`src/rtl/simon_sequencer_if.sv`:
```
// Game-path bundle between the sequencer and its host: sequence load, start,
// keypad entry, and the note/status outputs.
interface simon_sequencer_if #(
    parameter int NOTE_W  = 3,
    parameter int MAX_LEN = 8,
    parameter int LIVES   = 3
);
    localparam int LVL_W = $clog2(MAX_LEN + 1);
    localparam int LIV_W = $clog2(LIVES + 1);

    logic [MAX_LEN*NOTE_W-1:0] seq_data;
    logic                      seq_load;
    logic                      start;
    logic                      key_valid;
    logic [NOTE_W:0]           key_code;
    logic [NOTE_W:0]           note_out;
    logic                      key_ready;
    logic                      miss;
    logic [LVL_W-1:0]          level;
    logic [LIV_W-1:0]          lives_left;
    logic                      game_win;
    logic                      game_over;

    modport master (
        output seq_data, seq_load, start, key_valid, key_code,
        input  note_out, key_ready, miss, level, lives_left, game_win, game_over
    );

    modport slave (
        input  seq_data, seq_load, start, key_valid, key_code,
        output note_out, key_ready, miss, level, lives_left, game_win, game_over
    );
endinterface

```
`src/rtl/simon_sequencer.sv`:
```
// Note-sequence memory game: plays a growing prefix of a loaded sequence, then
// checks keypad entries against it with lives, optional timeout and key echo.
module simon_sequencer #(
    parameter int NOTE_W        = 3,
    parameter int MAX_LEN       = 8,
    parameter int TICK_DIV      = 500000,
    parameter int ON_TICKS      = 2,
    parameter int OFF_TICKS     = 2,
    parameter int LIVES         = 3,
    parameter int TIMEOUT_TICKS = 0
) (
    input  logic              clk,
    input  logic              reset_n,
    simon_sequencer_if.slave  bus
);
    localparam int LVL_W = $clog2(MAX_LEN + 1);
    localparam int LIV_W = $clog2(LIVES + 1);
    localparam int IDX_W = (MAX_LEN > 1) ? $clog2(MAX_LEN) : 1;
    localparam int unsigned D_ON  = ON_TICKS * TICK_DIV;
    localparam int unsigned D_OFF = OFF_TICKS * TICK_DIV;
    localparam int unsigned D_TO  = TIMEOUT_TICKS * TICK_DIV;
    localparam int unsigned D_MX1 = (D_ON > D_OFF) ? D_ON : D_OFF;
    localparam int unsigned D_MAX = (D_MX1 > D_TO) ? D_MX1 : D_TO;
    localparam int CNT_W = $clog2(D_MAX + 1);
    localparam int unsigned D_TO_M1 = (TIMEOUT_TICKS > 0) ? D_TO - 1 : 0;

    typedef enum logic [2:0] {
        S_IDLE, S_PLAY_ON, S_PLAY_OFF, S_GAP, S_WAIT_KEY, S_ECHO, S_WIN, S_LOSE
    } state_t;

    state_t                    r_state, w_state;
    logic [CNT_W-1:0]          r_cnt, w_cnt;
    logic [IDX_W-1:0]          r_idx, w_idx;
    logic [LVL_W-1:0]          r_level, w_level;
    logic [LIV_W-1:0]          r_lives, w_lives;
    logic                      r_loaded, w_loaded;
    logic [MAX_LEN*NOTE_W-1:0] r_code, w_code;
    logic                      r_correct, w_correct;
    logic [NOTE_W:0]           r_note, w_note;
    logic                      r_key_ready, w_key_ready;
    logic                      r_miss, w_miss;
    logic                      r_win, w_win;
    logic                      r_over, w_over;
    logic                      w_last;
    logic                      w_key_ok;

    // Played value is code+1, widened first so the top code does not wrap to 0.
    function automatic logic [NOTE_W:0] note_of(input logic [MAX_LEN*NOTE_W-1:0] code,
                                                input logic [IDX_W-1:0] idx);
        note_of = {1'b0, code[idx*NOTE_W +: NOTE_W]} + {{NOTE_W{1'b0}}, 1'b1};
    endfunction

    // Next-state, next-output and datapath update for every register.
    always_comb begin
        w_state     = r_state;
        w_cnt       = r_cnt + {{(CNT_W-1){1'b0}}, 1'b1};
        w_idx       = r_idx;
        w_level     = r_level;
        w_lives     = r_lives;
        w_loaded    = r_loaded;
        w_code      = r_code;
        w_correct   = r_correct;
        w_note      = r_note;
        w_key_ready = r_key_ready;
        w_miss      = 1'b0;
        w_win       = r_win;
        w_over      = r_over;
        w_last      = ((LVL_W'(r_idx) + LVL_W'(1'b1)) == r_level);
        w_key_ok    = (bus.key_code == note_of(r_code, r_idx));

        case (r_state)
            S_IDLE, S_WIN, S_LOSE: begin
                w_cnt = '0;
                if (bus.seq_load) begin
                    w_code   = bus.seq_data;
                    w_loaded = 1'b1;
                end else begin
                    w_code   = r_code;
                end
                if (bus.start && (r_loaded || bus.seq_load)) begin
                    w_state     = S_GAP;
                    w_level     = LVL_W'(1'b1);
                    w_lives     = LIV_W'(LIVES);
                    w_idx       = '0;
                    w_note      = '0;
                    w_key_ready = 1'b0;
                    w_win       = 1'b0;
                    w_over      = 1'b0;
                end else begin
                    w_state = r_state;
                end
            end
            S_GAP: begin
                if (r_cnt == CNT_W'(D_OFF - 1)) begin
                    w_state = S_PLAY_ON;
                    w_cnt   = '0;
                    w_note  = note_of(r_code, r_idx);
                end else begin
                    w_note  = '0;
                end
            end
            S_PLAY_ON: begin
                if (r_cnt == CNT_W'(D_ON - 1)) begin
                    w_state = S_PLAY_OFF;
                    w_cnt   = '0;
                    w_note  = '0;
                end else begin
                    w_note  = r_note;
                end
            end
            S_PLAY_OFF: begin
                if (r_cnt != CNT_W'(D_OFF - 1)) begin
                    w_note = '0;
                end else if (w_last) begin
                    w_state     = S_WAIT_KEY;
                    w_cnt       = '0;
                    w_idx       = '0;
                    w_key_ready = 1'b1;
                end else begin
                    w_state = S_PLAY_ON;
                    w_cnt   = '0;
                    w_idx   = r_idx + IDX_W'(1'b1);
                    w_note  = note_of(r_code, r_idx + IDX_W'(1'b1));
                end
            end
            S_WAIT_KEY: begin
                if (bus.key_valid) begin
                    w_state     = S_ECHO;
                    w_cnt       = '0;
                    w_correct   = w_key_ok;
                    w_note      = bus.key_code;
                    w_key_ready = 1'b0;
                    if (!w_key_ok) begin
                        w_miss  = 1'b1;
                        w_lives = r_lives - LIV_W'(1'b1);
                    end else begin
                        w_miss  = 1'b0;
                    end
                end else if ((TIMEOUT_TICKS > 0) && (r_cnt == CNT_W'(D_TO_M1))) begin
                    // A timeout is a silent miss: no echo, straight to replay or game over.
                    w_cnt       = '0;
                    w_idx       = '0;
                    w_miss      = 1'b1;
                    w_lives     = r_lives - LIV_W'(1'b1);
                    w_key_ready = 1'b0;
                    if (r_lives == LIV_W'(1'b1)) begin
                        w_state = S_LOSE;
                        w_over  = 1'b1;
                    end else begin
                        w_state = S_GAP;
                    end
                end else begin
                    w_key_ready = 1'b1;
                end
            end
            S_ECHO: begin
                if (r_cnt != CNT_W'(D_ON - 1)) begin
                    w_note = r_note;
                end else begin
                    w_cnt  = '0;
                    w_note = '0;
                    if (r_correct && !w_last) begin
                        w_state     = S_WAIT_KEY;
                        w_idx       = r_idx + IDX_W'(1'b1);
                        w_key_ready = 1'b1;
                    end else if (r_correct && (r_level == LVL_W'(MAX_LEN))) begin
                        w_state = S_WIN;
                        w_win   = 1'b1;
                    end else if (r_correct) begin
                        w_state = S_GAP;
                        w_level = r_level + LVL_W'(1'b1);
                        w_idx   = '0;
                    end else if (r_lives == '0) begin
                        w_state = S_LOSE;
                        w_over  = 1'b1;
                    end else begin
                        w_state = S_GAP;
                        w_idx   = '0;
                    end
                end
            end
            default: begin
                w_state = S_IDLE;
                w_cnt   = '0;
            end
        endcase
    end

    // State, datapath and registered outputs; reset also drops the loaded sequence.
    always_ff @(posedge clk or negedge reset_n) begin
        if (!reset_n) begin
            r_state     <= S_IDLE;
            r_cnt       <= '0;
            r_idx       <= '0;
            r_level     <= '0;
            r_lives     <= '0;
            r_loaded    <= 1'b0;
            r_code      <= '0;
            r_correct   <= 1'b0;
            r_note      <= '0;
            r_key_ready <= 1'b0;
            r_miss      <= 1'b0;
            r_win       <= 1'b0;
            r_over      <= 1'b0;
        end else begin
            r_state     <= w_state;
            r_cnt       <= w_cnt;
            r_idx       <= w_idx;
            r_level     <= w_level;
            r_lives     <= w_lives;
            r_loaded    <= w_loaded;
            r_code      <= w_code;
            r_correct   <= w_correct;
            r_note      <= w_note;
            r_key_ready <= w_key_ready;
            r_miss      <= w_miss;
            r_win       <= w_win;
            r_over      <= w_over;
        end
    end

    assign bus.note_out   = r_note;
    assign bus.key_ready  = r_key_ready;
    assign bus.miss       = r_miss;
    assign bus.level      = r_level;
    assign bus.lives_left = r_lives;
    assign bus.game_win   = r_win;
    assign bus.game_over  = r_over;
endmodule

```
`src/flat_wrapper.sv`:
```
// flat-port wrapper written by rule: the top's interface ports become plain ports
module simon_sequencer_flat 
#(
    parameter int NOTE_W        = 3,
    parameter int MAX_LEN       = 8,
    parameter int TICK_DIV      = 500000,
    parameter int ON_TICKS      = 2,
    parameter int OFF_TICKS     = 2,
    parameter int LIVES         = 3,
    parameter int TIMEOUT_TICKS = 0
)
  (clk, reset_n, bus_seq_data, bus_seq_load, bus_start, bus_key_valid, bus_key_code, bus_note_out, bus_key_ready, bus_miss, bus_level, bus_lives_left, bus_game_win, bus_game_over);
  simon_sequencer_if #(.NOTE_W(NOTE_W), .MAX_LEN(MAX_LEN), .LIVES(LIVES)) bus_i ();
  input  logic clk;
  input  logic reset_n;
  input wire logic [$bits(bus_i.seq_data)-1:0] bus_seq_data;
  input wire logic [$bits(bus_i.seq_load)-1:0] bus_seq_load;
  input wire logic [$bits(bus_i.start)-1:0] bus_start;
  input wire logic [$bits(bus_i.key_valid)-1:0] bus_key_valid;
  input wire logic [$bits(bus_i.key_code)-1:0] bus_key_code;
  output wire logic [$bits(bus_i.note_out)-1:0] bus_note_out;
  output wire logic [$bits(bus_i.key_ready)-1:0] bus_key_ready;
  output wire logic [$bits(bus_i.miss)-1:0] bus_miss;
  output wire logic [$bits(bus_i.level)-1:0] bus_level;
  output wire logic [$bits(bus_i.lives_left)-1:0] bus_lives_left;
  output wire logic [$bits(bus_i.game_win)-1:0] bus_game_win;
  output wire logic [$bits(bus_i.game_over)-1:0] bus_game_over;
  assign bus_i.seq_data = bus_seq_data;
  assign bus_i.seq_load = bus_seq_load;
  assign bus_i.start = bus_start;
  assign bus_i.key_valid = bus_key_valid;
  assign bus_i.key_code = bus_key_code;
  assign bus_note_out = bus_i.note_out;
  assign bus_key_ready = bus_i.key_ready;
  assign bus_miss = bus_i.miss;
  assign bus_level = bus_i.level;
  assign bus_lives_left = bus_i.lives_left;
  assign bus_game_win = bus_i.game_win;
  assign bus_game_over = bus_i.game_over;
  simon_sequencer #(.NOTE_W(NOTE_W), .MAX_LEN(MAX_LEN), .TICK_DIV(TICK_DIV), .ON_TICKS(ON_TICKS), .OFF_TICKS(OFF_TICKS), .LIVES(LIVES), .TIMEOUT_TICKS(TIMEOUT_TICKS)) u_core (.clk(clk), .reset_n(reset_n), .bus(bus_i));
endmodule
```
`config.mk`:
```
export PLATFORM = sky130hd
export DESIGN_NAME = simon_sequencer_flat
export DESIGN_NICKNAME = d
export VERILOG_FILES = /design/src/rtl/simon_sequencer_if.sv /design/src/rtl/simon_sequencer.sv /design/src/flat_wrapper.sv
export SDC_FILE = /design/constraint.sdc
export NUM_CORES = 1
export LEC_CHECK = 0
export CELL_PAD_IN_SITES_DETAIL_PLACEMENT = 1
export CELL_PAD_IN_SITES_GLOBAL_PLACEMENT = 2
export CORE_MARGIN = 8
export CORE_UTILIZATION = 37
export DETAILED_ROUTE_END_ITERATION = 10
export PLACE_DENSITY = 0.77
export RECOVER_POWER = 100
export SETUP_SLACK_MARGIN = 0.02
export SLEW_MARGIN = 5
export SYNTH_ARGS = -nofsm -noshare
export SYNTH_HDL_FRONTEND = slang
export SYNTH_SLANG_ARGS = --single-unit
```
`constraint.sdc`:
```
create_clock -name clk -period 3.02 [get_ports clk]
set_input_delay 0.453 -clock clk [delete_from_list [all_inputs] [get_ports clk]]
set_output_delay 0.453 -clock clk [all_outputs]
set_load 0.02 [all_outputs]
```
=== Word-level counts from Yosys, hierarchy flattened ===
Index checks and enable logic that the tools add are counted.

* Register bits after elaboration: 66
* Latch bits: 0
* Bits in writable memories: 0
* Memory bits (read-only): 0
* Bits of input ports: 33
* Output and inout port bits: 14
* Word-level logic and storage cells: 141
* Memories: 0

* Add/subtract/negate cells: 7
* Multipliers: 2
* Div/mod/pow operators: 0
* Magnitude comparators: 0
* Eq/ne operators: 30
* Shift-type cells: 2
* Muxes and demuxes: 63
* Bitwise operators: 0
* Reductions and logical operators: 24

{| class="wikitable"
|+ Operators by type and width
! kind !! count
|-
| one-hot mux 20 bit (4 select lines) || 1
|-
| two-way mux 20 bit || 3
|-
| two-way mux 3 bit || 19
|-
| two-way mux 4 bit || 12
|-
| indexed part select 24 x 6 -> 3 bit || 2
|-
| one-hot mux 4 bit (6 select lines) || 1
|-
| AND reduction 6 bit || 4
|-
| adder 20 x 1 -> 20 bit (second input constant) || 1
|-
| == test 20 bit (second input constant) || 1
|-
| inequality test 20 bit (second input constant) || 1
|-
| one-hot mux 3 bit (6 select lines) || 1
|-
| two-way mux 1 bit || 17
|-
| inequality test 2 x 1 -> 1 bit (second input constant) || 8
|-
| inequality test 2 bit (second input constant) || 7
|-
| adder 3 x 1 -> 4 bit (second input constant) || 3
|-
| == test 3 bit (second input constant) || 4
|-
| multiplier 3 x 2 -> 5 bit (second input constant) || 2
|-
| AND reduction 5 bit || 2
|-
| one-hot mux 3 bit (3 select lines) || 1
|-
| == test 4 bit || 2
|-
| one-hot mux 4 bit (2 select lines) || 1
|-
| AND reduction 7 bit || 1
|-
| == test 3 x 2 -> 1 bit (second input constant) || 2
|-
| two-way mux 2 bit || 3
|-
| 23 further kinds || 29
|}

=== Depth between registers and ports, before layout ===
Gate-level depths: netlist of run 1.

* Word-level depth: 7
* Mapped depth: 10
* Mapped depth without buffers: 9

=== Least setup slack after synthesis of run 1 ===
OpenSTA, ideal clock, no wires.

* Kind: flip-flop to flip-flop
* Start point: register u_core.r_idx[1]
* End point: register u_core.r_lives[1] (netlist: u_core.bus.lives_left[1])
* Data arrival time: 2.615 ns
* Required time: 2.877 ns
* Slack: 0.263 ns
* Cell stages (with the launch flop): 11
* Clock period less this slack: 2.757 ns
* Path through: dfrtp_1 > buf_6 > mux4_1 > mux2i_1 > inv_1 > ha_1 > xor2_1 > or3_1 > a221o_1 > a211oi_1 > a31oi_1

* Longest elaborated chain between the ends: 6

{| class="wikitable"
|+ Ends and longest elaborated chain
! what !! RTL line !! source
|-
| from (decl) || simon_sequencer.sv:33 || <nowiki>logic [IDX_W-1:0] r_idx, w_idx;</nowiki>
|-
| from (signal assigned) || simon_sequencer.sv:208 || <nowiki>r_idx <= w_idx;</nowiki>
|-
| multiplier 3 x 2 -> 5 bit || simon_sequencer.sv:50 || <nowiki>note_of = {1'b0, code[idx*NOTE_W +: NOTE_W]} + {{NOTE_W{1'b0}}, 1'b1};</nowiki>
|-
| indexed part select 24 x 6 -> 3 bit || simon_sequencer.sv:50 ||
|-
| adder 3 x 1 -> 4 bit || simon_sequencer.sv:50 ||
|-
| == test 4 bit || simon_sequencer.sv:69 || <nowiki>w_key_ok = (bus.key_code == note_of(r_code, r_idx));</nowiki>
|-
| inequality test 2 bit (no source line) || - ||
|-
| AND reduction 4 bit (no source line) || - ||
|-
| to (signal assigned) || simon_sequencer.sv:210 || <nowiki>r_lives <= w_lives;</nowiki>
|-
| to (decl) || simon_sequencer.sv:35 || <nowiki>logic [LIV_W-1:0] r_lives, w_lives;</nowiki>
|}

No other way between the ends.
A chain may end at the register's enable or synchronous reset.

=== Final worst setup path of run 1 ===
Same ends and word-level chain as after synthesis.

==> metrics, run 1 <==
Pwr Total=0.00324 W; min Tclk post-route=2.85 ns; maximum clock insertion buffer count=2; Root Buffer=clkbuf_8; most common cell after layout, fill and taps aside=dfrtp_1; Post-synth EDFFs=0; Final Skew=0.0102 ns; Nets=445; Fmax=351 MHz; mapped cell area=3840 um2; number of CTS-inserted buffers=9; Max Transition Viols Final=0; syn nets=390; I/O Buffers=46; worst-path fanout max=5; Max Cap Viol=0; worst path required time=3.23 ns; Hold Slack=0.243 ns; final WL=9880 um; Layout fillers=1,149; asr flop ratio synth=100%; final setup violation count=0; wire length per cell=18.1 um; area added between synthesis and finish=21.2%; Slew headroom=2.84%; Syn Inst Count=350; placer congestion estimate=0.775; crit path kind=flop to flop; first-pass GRT wire length=16,800 um; Die W=118 um; crit path launch type=flop; vias per cell=5.29; post-synth top area share=43.0%; Final Hold Viols=0; Tot GR Track Use=14.7%; largest net degree at the start of global routing=26; synth warn=0; Worst setup EP type=flop; Tightest Pin Transition=1.46 ns; detailed placement HPWL=7150 um; Hold Path Class=input pin to asynchronous set/reset pin; Primary FF master, synth=dfrtp_1; CP arrival=3.05 ns; CTS tree=built; Cell variety after synth=61; #FFs+latches synth=66; DRC violations left=0; Die Ht=118 um; ANT nets after route=0; # rows=37; CTS clk-pin slew, worst paths=0.08 ns; Starting Density=37.7%; ranking of synthesized cells by area=dfrtp_1 (43%), mux2_2 (9.4%), mux4_2 (4.7%), xor2_1 (4.1%), nor2_1 (3.7%); clock sinks=66; status=complete, no violations; layout cells sized above 1=18.8%; Diodes inserted=0; syn avg cell area=11.0 um2; P per Cell Area=695 nW/um2; vias in the first global route=3,191; DR iter-0 viols=125; commonest cells after routing, fill and taps aside=dfrtp_1 (65), nor2_1 (39), mux2_2 (32), clkdlybuf4s50_1 (31), nand2_1 (28); TritonRoute pass-1 iters=6; VDD IR-drop max=0.000309 V; H-tree levels=3; P_leak=1.98 nW; Seq/Total Area, Yosys=43.0%; I/O Pins=47; gr ovfl total=0; core area=10,200 um2; Yosys top cell by area=dfrtp_1; Vias=2,889; Die Area=13,900 um2; initial antenna violation count=0; clock latency on the worst-skew pair=0.35 ns; Final Cycle Share=94.3%
-- cells by family (layout without fill, tap and decap cells) --
group | Yosys count | count (layout) | synth area share [%]
compound gates | 57 | 57 | 10.5
xor+xnor | 26 | 26 | 5.93
fa+ha+maj | 7 | 7 | 2.28
buf+inv | 24 | 84 | 3.81
flops | 66 | 66 | 43.0
mux | 52 | 52 | 19.1
simple gates | 118 | 118 | 15.3
-- routing by layer --
| metal | vias to the layer above | wire (um) | global-route usage, % |
|---|---|---|---|
| met3 | 12 | 351 | 3.74 |
| li1 | 1378 | - | - |
| met2 | 51 | 4680 | 23.7 |
| met4 | 0 | 168 | 5.20 |
| met5 | - | 0 | 0 |
| met1 | 1448 | 4680 | 18.7 |
-- cell usage after synthesis, types with 5 or more instances --
cell	number
mux4_2	8
nand3_1	9
inv_1	11
nor3_1	7
ha_1	7
mux2_2	32
xnor2_1	8
dfrtp_1	66
a31oi_1	5
xor2_1	18
nand4_1	6
nand2_1	28
a21oi_1	9
nor2_1	38
and3_1	7
o21ai_0	16
mux2i_1	6
-- worst paths after layout --
kind,startpoint,to,slack [ns],cells after the start
max,u_core.r_idx[1],u_core.bus.lives_left[1],0.17,8
min,reset_n,u_core.bus.level[0],0.24,1
max reg2reg,u_core.r_idx[1],u_core.bus.lives_left[1],0.17,8
min reg2reg,u_core.r_loaded,u_core.r_loaded,0.46,1
max in group asynchronous,reset_n,u_core.r_cnt[15],0.91,2
min in group clk,u_core.r_loaded,u_core.r_loaded,0.46,1
-- through the flow --
| step | cell area, um2 | TNS (ns) | util, % | setup slack (ns) | std cells |
|---|---|---|---|---|---|
| after detailed placement | 4450 | 0 | 43.7 | 0.0838 | 529 |
| after global placement | 4450 | 0 | 43.7 | 0.199 | 529 |
| after global routing | 4660 | -0.00107 | 45.7 | -0.00107 | 546 |
| final | 4660 | 0 | 45.7 | 0.172 | 546 |
| after floorplan | 3840 | 0 | - | 0.263 | 350 |
| after CTS | 4670 | 0 | 45.8 | 0.0731 | 545 |
-- critical path: stages (launching register included) --
cell	delay [ns]
dfrtp_2	0.44
mux4_1	0.57
mux2_4	0.31
ha_1	0.23
xor2_1	0.16
or3_1	0.31
a221o_1	0.41
a211oi_2	0.21
a31oi_1	0.06
-- area by class of cell --
class	instances	area (um2)	share of cell area [%]
multi-input cells	260	2040	43.8
flip-flops and latches	66	1650	35.5
repair buffers	57	536	11.5
well taps	136	170	3.65
clock buffers	10	128	2.74
clock inverters	6	91.3	1.96
inverters	11	41.3	0.886
-- registers in the layout (all words and copies together) (netlist names) --
| name | count |
|---|---|
| u_core.r_correct | 1 |
| u_core.bus.note_out | 4 |
| u_core.r_code | 24 |
| u_core.r_idx | 3 |
| u_core.bus.miss | 1 |
| u_core.r_state | 3 |
| u_core.bus.level | 4 |
| u_core.r_cnt | 20 |
| u_core.bus.game_over | 1 |
| u_core.r_loaded | 1 |
| u_core.bus.lives_left | 2 |
| u_core.bus.key_ready | 1 |
| u_core.bus.game_win | 1 |
-- what timing repair did --
item | 4_1_cts | 5_1_grt
buffers inserted | 0 | 1
endpoints found under the setup margin | 0 | 1
resized for setup | 0 | 2
hold endpoints to repair | 0 | 0
hold buffers | 0 | 0
-- power by group --
part / switching (W) / leakage, nW / internal [W]
logic: 0.000488 / 1.05 / 0.000596
registers: 0.000220 / 0.832 / 0.00109
clock network: 0.000381 / 0.0987 / 0.000466
total: 0.00109 / 1.98 / 0.00215
No activity file was read; power rests on OpenSTA's default activity.
==> run 2, diff against run 1 <==
--- a/config.mk
+++ b/config.mk
@@ -8,10 +8,9 @@
 export CELL_PAD_IN_SITES_DETAIL_PLACEMENT = 1
 export CELL_PAD_IN_SITES_GLOBAL_PLACEMENT = 2
 export CORE_MARGIN = 8
-export CORE_UTILIZATION = 37
+export CORE_UTILIZATION = 35
 export DETAILED_ROUTE_END_ITERATION = 10
-export PLACE_DENSITY = 0.77
-export RECOVER_POWER = 100
+export PLACE_DENSITY = 0.74
 export SETUP_SLACK_MARGIN = 0.02
 export SLEW_MARGIN = 5
 export SYNTH_ARGS = -nofsm -noshare
==> metrics, run 2 (same netlist as run 1, synthesis figures left out) <==
status=complete, no violations; Die Ht=121 um; Hold Path Class=input pin to asynchronous set/reset pin; Biggest register=u_core.r_code; r2r worst-path depth=9; Hold Slack=0.159 ns; ANT nets after route=0; Final Cycle Share=93.4%; Sum Neg Setup Slack=0 ns; CP Launch Point=u_core.r_idx[1]; DRC violations left=0; Die Area=14,600 um2; Slowest-stage cell, CP=ha_1; placer congestion estimate=0.780; crit path kind=flop to flop; area added between synthesis and finish=21.7%; Starting Density=35.6%; I/O Pins=47; Max stage delay on crit path=0.50 ns; Crit path max-delay family=multiplexers; critical path, cell by cell=buf_4 -> ha_1 -> mux4_2 -> mux2_2 -> ha_1 -> xnor2_1 -> mux2i_1 -> o21ai_0 -> mux2_2; final WL=9780 um; clock latency on the worst-skew pair=0.34 ns; Tightest Pin Transition=0.714 ns; Worst setup EP type=flop; Die W=121 um; DR iter-0 viols=93; Max Transition Viols Final=0; placed insts=532; Final Skew=0.00850 ns; final setup violation count=0; CTS clk-pin slew, worst paths=0.07 ns; top flop regs=u_core.r_code: 24 flops, u_core.r_cnt: 20 flops; gr ovfl total=0; Fmax=355 MHz; Nets=444; # rows=38; Root Buffer=clkbuf_8; most common cell after layout, fill and taps aside=dfrtp_1; Diodes inserted=0; vias in the first global route=3,251; Final Hold Viols=0; initial antenna violation count=0; number of CTS-inserted buffers=9; CTS tree=built; clock sinks=66; H-tree levels=3; Final Instance Count excl. Fillers=549; min Tclk post-route=2.82 ns; Largest register FFs=24; VDD IR-drop max=0.000336 V; wire length per cell=17.8 um; first-pass GRT wire length=17,200 um; detailed placement HPWL=7330 um; Vias=2,897; worst-path fanout max=8; Tot GR Track Use=14.7%; worst path required time=3.25 ns; crit path launch type=flop; RR Startpoint=u_core.r_idx[1]; Slew headroom=52.4%; CP arrival=3.05 ns; RSZ-0062 raised after global routing=no; maximum clock insertion buffer count=2; reg2reg end=u_core.bus.note_out[2]; largest net degree at the start of global routing=40; core area=10,800 um2; Max Cap Viol=0; TritonRoute pass-1 iters=4; commonest cells after routing, fill and taps aside=dfrtp_1 (65), clkdlybuf4s50_1 (45), nor2_1 (38), mux2_2 (32), nand2_1 (28); vias per cell=5.28; P per Cell Area=684 nW/um2; layout cells sized above 1=20.0%; P_leak=1.98 nW; FF-to-FF setup slack=0.20 ns; Buf/Inv on CP=1; I/O Buffers=46
-- run 2: how the worst max path moves through the flow --
| stage | to | slack (ns) | cells after the start |
|---|---|---|---|
| 6_report | u_core.bus.note_out[2] | 0.20 | 9 |
| 5_1_grt | u_core.bus.lives_left[1] | 0.03 | 8 |
| 4_1_cts | u_core.bus.lives_left[1] | 0.05 | 8 |
| 3_5_place_dp | u_core.bus.lives_left[1] | 0.07 | 8 |
| 3_3_place_gp | u_core.bus.lives_left[1] | 0.14 | 8 |
| 2_1_floorplan | u_core.bus.lives_left[1] | 0.26 | 10 |
-- run 2: metal layers --
metal	global-route usage, %	vias up	routed length, um
met1	19.0	1476	4680
met4	4.53	0	99
met2	23.7	41	4600
met5	0	-	0
li1	-	1373	-
met3	3.68	7	394
-- run 2: repair_timing --
action                     CTS  global route
setup endpoints to repair    0             2
hold buffers                 0             0
resized for setup            0             2
buffers inserted             0             1
-- run 2: per-stage QoR --
stage	power [W]	instance area, um2	utilization [%]	worst slack [ns]
2_1_floorplan	0.00204	3840	-	0.263
3_3_place_gp	0.00236	4450	41.2	0.145
3_5_place_dp	0.00240	4450	41.2	0.0656
4_1_cts	0.00325	4660	43.2	0.0482
5_1_grt	0.00343	4680	43.3	0.0318
6_report	0.00320	4680	43.3	0.199
-- run 2: where the power goes --
part	internal (W)	switching, W
registers	0.00109	0.000202
clock network	0.000473	0.000334
logic	0.000590	0.000509
-- run 2: layout make-up --
class | instances | area [um2]
Clock buffer | 15 | 186
Clock inverter | 1 | 30.0
Fill cell | 1182 | 6120
Inverter | 11 | 41.3
Multi-Input combinational cell | 260 | 2050
Sequential cell | 66 | 1650
Tap cell | 140 | 175
Timing Repair Buffer | 56 | 543
-- run 2: worst reg2reg max path, stage by stage (launching register included) --
cell,delay [ns]
dfrtp_2,0.46
buf_4,0.17
ha_1,0.51
mux4_2,0.40
mux2_2,0.31
ha_1,0.20
xnor2_1,0.12
mux2i_1,0.17
o21ai_0,0.09
mux2_2,0.27
